==> src/rtl/ck_freq_mon.sv <==
// Frequency monitor: counts sig_in rising edges over a fixed ck_in gate
// window, checks the count against a band and tracks lock.
module ck_freq_mon #(
    parameter int GATE_CYCLES  = 1024,
    parameter int CNT_W        = 16,
    parameter int EXP_MIN      = 0,
    parameter int EXP_MAX      = 65535,
    parameter int LOCK_WINDOWS = 4
) (
    input  logic             ck_in,
    input  logic             sys_rst_i,
    input  logic             sig_in,
    input  logic             en,
    output logic [CNT_W-1:0] count,
    output logic             count_valid,
    output logic             in_range,
    output logic             overflow,
    output logic             locked
);

    localparam int GW = $clog2(GATE_CYCLES);
    localparam int LW = $clog2(LOCK_WINDOWS + 1);
    localparam int C_MAXI = (1 << CNT_W) - 1;

    localparam logic [GW-1:0]    G_LAST = GW'(GATE_CYCLES - 1);
    localparam logic [CNT_W-1:0] C_MAX  = '1;
    localparam logic [CNT_W-1:0] C_LO   = CNT_W'(EXP_MIN);
    localparam logic [CNT_W-1:0] C_HI   = CNT_W'(EXP_MAX);
    localparam logic [LW-1:0]    L_TGT  = LW'(LOCK_WINDOWS);

    typedef enum logic [1:0] {
        IDLE  = 2'd0,
        ARM   = 2'd1,
        COUNT = 2'd2
    } state_t;

    state_t state, state_nxt;

    logic             s1, s2, hist;
    logic             edge_det;
    logic [1:0]       arm_cnt;
    logic [GW-1:0]    gate;
    logic [CNT_W-1:0] ecnt, fin_cnt;
    logic             ovf, fin_ovf;
    logic [LW-1:0]    good;
    logic             run, close;
    logic             lo_ok, hi_ok, fin_ok;

    // Two-flop synchronizer plus one history flop for rise detection
    always_ff @(posedge ck_in) begin
        if (sys_rst_i) begin
            s1   <= 1'b0;
            s2   <= 1'b0;
            hist <= 1'b0;
        end else begin
            s1   <= sig_in;
            s2   <= s1;
            hist <= s2;
        end
    end

    assign edge_det = s2 & ~hist;

    always_ff @(posedge ck_in) begin
        if (sys_rst_i) state <= IDLE;
        else           state <= state_nxt;
    end

    always_comb begin
        state_nxt = state;
        unique case (state)
            IDLE:    if (en) state_nxt = ARM;
            ARM:     if (arm_cnt == 2'd2) state_nxt = COUNT;
            COUNT:   state_nxt = COUNT;
            default: state_nxt = IDLE;
        endcase
        if (!en) state_nxt = IDLE;
    end

    always_comb begin
        run    = (state == COUNT) && en;
        close  = run && (gate == G_LAST);
        locked = (good == L_TGT);
    end

    // Saturating edge count including the edge seen this cycle
    always_comb begin
        fin_cnt = ecnt;
        fin_ovf = ovf;
        if (edge_det) begin
            if (ecnt == C_MAX) fin_ovf = 1'b1;
            else               fin_cnt = ecnt + CNT_W'(1);
        end
    end

    // Band limits that span the whole counter range are always satisfied
    if (EXP_MIN <= 0) begin : g_lo
        assign lo_ok = 1'b1;
    end else begin : g_lo
        assign lo_ok = (fin_cnt >= C_LO);
    end

    if (EXP_MAX >= C_MAXI) begin : g_hi
        assign hi_ok = 1'b1;
    end else begin : g_hi
        assign hi_ok = (fin_cnt <= C_HI);
    end

    assign fin_ok = lo_ok && hi_ok && !fin_ovf;

    always_ff @(posedge ck_in) begin
        if (sys_rst_i) begin
            arm_cnt     <= '0;
            gate        <= '0;
            ecnt        <= '0;
            ovf         <= 1'b0;
            good        <= '0;
            count       <= '0;
            count_valid <= 1'b0;
            in_range    <= 1'b0;
            overflow    <= 1'b0;
        end else begin
            count_valid <= close;
            arm_cnt     <= (state == ARM) ? arm_cnt + 2'd1 : 2'd0;
            if (!run) begin
                gate <= '0;
                ecnt <= '0;
                ovf  <= 1'b0;
            end else if (close) begin
                gate     <= '0;
                ecnt     <= '0;
                ovf      <= 1'b0;
                count    <= fin_cnt;
                overflow <= fin_ovf;
                in_range <= fin_ok;
                if (!fin_ok)            good <= '0;
                else if (good != L_TGT) good <= good + LW'(1);
            end else begin
                gate <= gate + GW'(1);
                ecnt <= fin_cnt;
                ovf  <= fin_ovf;
            end
            if (!en) good <= '0;
        end
    end

endmodule

==> config.mk <==
export PLATFORM = sky130hd
export DESIGN_NAME = ck_freq_mon
export DESIGN_NICKNAME = d
export VERILOG_FILES = /design/src/rtl/ck_freq_mon.sv
export SDC_FILE = /design/constraint.sdc
export NUM_CORES = 1
export LEC_CHECK = 0
export CORE_ASPECT_RATIO = 1.75
export CORE_UTILIZATION = 55
export DETAILED_ROUTE_END_ITERATION = 7
export GPL_ROUTABILITY_DRIVEN = 0
export PLACE_DENSITY = 0.75
export SYNTH_ARGS = -nofsm -noshare
export SYNTH_HDL_FRONTEND = slang
export SYNTH_SLANG_ARGS = --single-unit
==> constraint.sdc <==
create_clock -name ck_in -period 2.1 [get_ports ck_in]
set_clock_uncertainty 0.15 [all_clocks]
set_input_delay 0.525 -clock ck_in [delete_from_list [all_inputs] [get_ports ck_in]]
set_output_delay 0.525 -clock ck_in [all_outputs]
set_load 0.01 [all_outputs]
==> results.py <==
metrics = {
    "global_routing": {
        "antenna_found_initial": 0,
        "grt_pass1_wl_mm": 8.16,
        "grt_pass1_vias": 1899,
        "grt.total_usage_pct": 24.1,
        "grt_overflow": 0,
        "grt_start_max_net_pins": 29,
    },
    "clock_tree": {
        "ctsHoldBuffers": 0,
        "cts_made_buffers": 5,
        "cts_tree": "built",
        "clk_latency_ns": 0.32,
        "h-tree-depth": 2,
        "ctsRootBufferMaster": "clkbuf_8",
        "clk_pin_slew_worst_paths_ns": 0.10,
        "cts.path.max_buffers": 2,
        "cts.sinks": 56,
    },
    "final_layout": {
        "fillers": 341,
        "multiInputGateArea_um2": 1180,
        "antennaDiodeCount": 0,
        "utilization_pct": 69.6,
        "final_cell_mix": "54 x dfxtp_1, 47 x nor2_1, 23 x nand2_1",
        "regArea_um2": 1120,
        "fin_nets": 313,
        "layout_commonest_cell": "dfxtp_1",
        "drive_gt1_share_pct": 13.9,
        "syn_to_final_growth_pct": 21.1,
        "final_cell_area_um2": 2860,
    },
    "synthesis": {
        "synth_edf_count": 0,
        "yosysSeqAreaShare_pct": 47.5,
        "netlist_instances": 263,
        "yosysUniqueCellTypes": 42,
        "synth_ff_type": "dfxtp_1",
        "avgSynthCellArea_um2": 8.98,
        "ys_ff_latch": 56,
        "netlist_area_um2": 2360,
        "synth_nets": 275,
        "yosysWarnings": 0,
        "ys_async_sr_fraction_pct": 0,
    },
    "detailed_routing": {
        "wl_mm": 4.82,
        "vias_per_cell": 5.42,
        "wl_per_cell_um": 13.7,
        "dr_total_vias": 1904,
        "postRouteAntennaNets": 0,
        "drc_errors": 0,
        "drtIter0Drc": 40,
        "dr.pass1.iters": 4,
    },
    "placement": {
        "post-dp-hpwl_mm": 3.56,
        "place_area_um2": 2730,
        "port_buffers": 23,
    },
    "timing": {
        "final.setup.tns_ns": 0,
        "worstMarginPinSlew_ns": 0.334,
        "fin_crit_sh_pct": 94.4,
        "slew_headroom_pct": 77.7,
        "slew_viol_final": 0,
        "setup_violations": 0,
        "min_period_ns": 1.98,
        "clock.fmax_ghz": 0.504,
        "rsz0062_at_grt": "false",
        "hold_viol": 0,
    },
    "pwr": {
        "power.share.clock_pct": 35.0,
        "ir_worst_vdd_v": 0.000523,
        "leakage_nw": 1.02,
        "power_density_nw_per_um2": 602,
        "power_frac_comb_pct": 2.9,
        "intPower_mw": 1.33,
        "switchingPower_mw": 0.395,
        "seq_power_share_pct": 62.1,
        "switching_share_pct": 22.9,
    },
    "worst_setup_path": {
        "startpoint_type": "flip-flop",
        "setup.worst_path.class": "flip-flop to flip-flop",
        "arrival_ns": 2.09,
        "worstPathMaxFanout": 5,
        "crit_required_ns": 2.20,
        "end_kind": "flip-flop",
    },
    "die": {
        "die_y_um": 88.7,
        "die_area_um2": 4570,
        "dieWidth_um": 51.5,
        "floorplan.initialDensity_pct": 57.4,
        "core_um2": 4110,
        "io_pins": 24,
        "rows": 31,
    },
    "job": {
        "cap_viol_max_count": 0,
    },
    "min_path": {
        "hold_class": "flip-flop to flip-flop",
    },
    "outcome": {
        "status": "complete, no violations",
    },
}
[stage by stage]
| step | setup slack [ns] | hold WS [ns] | instances | power (mW) |
|---|---|---|---|---|
| final | 0.117 | 0.268 | 351 | 1.72 |
| after CTS | 0.0186 | 0.273 | 349 | 1.73 |
| after floorplan | 0.300 | 0.241 | 263 | 1.12 |
| after global routing | 0.00568 | 0.309 | 351 | 1.79 |
| after detailed placement | -0.0929 | 0.258 | 340 | 1.14 |
| after global placement | -0.00161 | 0.250 | 340 | 1.14 |
[routing by layer]
metal | global-route usage [%] | vias up | routed length [um]
met3 | 4.12 | 12 | 87
met1 | 25.1 | 883 | 1940
met4 | 11.8 | 0 | 160
met2 | 45.1 | 25 | 2630
met5 | 0 | - | 0
li1 | - | 984 | -
[repair_timing]
| item | in CTS | in global routing |
|---|---|---|
| gates resized for setup | 3 | 5 |
| buffers inserted | 1 | 2 |
| pin swaps | 0 | 2 |
| endpoints found under the setup margin | 1 | 5 |
[cell families (layout without fill, tap and decap cells)]
logic type                 after synthesis  after routing  share of synthesized area (%)
adders and majority gates                8              8                           4.24
muxes                                    4              4                           1.70
AOI/OAI and AO/OA                       34             34                           9.86
DFF                                     56             56                           47.5
buffers and inverters                   19             58                           3.39
and+or+nand+nor                        124            124                           26.7
xor gates and xnor gates                18             18                           6.68
[synthesized netlist by cell type (3+ instances only)]
cell type | instances | share of area, %
nor3_1 | 4 | 0.85
a211oi_1 | 13 | 4.1
nand2_1 | 23 | 3.7
nand3_1 | 10 | 2.1
nand4_1 | 9 | 2.4
o21ai_0 | 4 | 0.85
a21oi_1 | 8 | 1.7
buf_2 | 7 | 1.5
xor2_1 | 12 | 4.5
clkbuf_1 | 3 | 0.48
nor2_1 | 47 | 7.5
inv_1 | 8 | 1.3
mux2i_1 | 4 | 1.7
nor2b_1 | 5 | 1.3
xnor2_1 | 6 | 2.2
and2_1 | 4 | 1.1
and3_1 | 6 | 1.6
dfxtp_1 | 56 | 47
ha_1 | 8 | 4.2
[path summary, 6_finish.rpt]
kind / to / slack (ns) / from / depth (start not counted)
hold / removal: arm_cnt[0] / 0.27 / arm_cnt[0] / 1
setup reg to reg: count[2] / 0.12 / ecnt[0] / 6
setup / recovery: count[2] / 0.12 / ecnt[0] / 6
hold reg to reg: arm_cnt[0] / 0.27 / arm_cnt[0] / 1
[worst max-delay path: stages, from the launching register on]
cell	delay, ns
dfxtp_1	0.39
ha_1	0.25
nand4_1	0.17
nor4_4	0.29
nor2b_2	0.12
a311o_1	0.38
a21oi_2	0.16
[flip-flops by register name (all words and copies together), names as in the netlist]
| name | flops |
|---|---|
| ecnt | 16 |
| in_range | 1 |
| count_valid | 1 |
| arm_cnt | 2 |
| good | 3 |
| overflow | 1 |
| state | 2 |
| s1 | 1 |
| ovf | 1 |
| count | 16 |
| hist | 1 |
| gate | 10 |
| s2 | 1 |
[layout make-up]
type / count / share of cell area [%]
multi-input cells: 188 / 41.1
flip-flops and latches: 56 / 39.3
repair buffers: 41 / 13.0
clock buffers: 5 / 2.41
well taps: 49 / 2.14
inverters: 9 / 1.18
clock inverters: 3 / 0.831
[power groups by stage]
stage | clock, mW | combinational [mW] | sequential [mW]
final | 0.603 | 0.0494 | 1.07
after global routing | 0.662 | 0.0556 | 1.07
after CTS | 0.613 | 0.0496 | 1.07
after detailed placement | 0 | 0.0494 | 1.09
after global placement | 0 | 0.0476 | 1.09
after floorplan | 0 | 0.0284 | 1.09
Note: power is estimated with default switching activity, not from simulation.
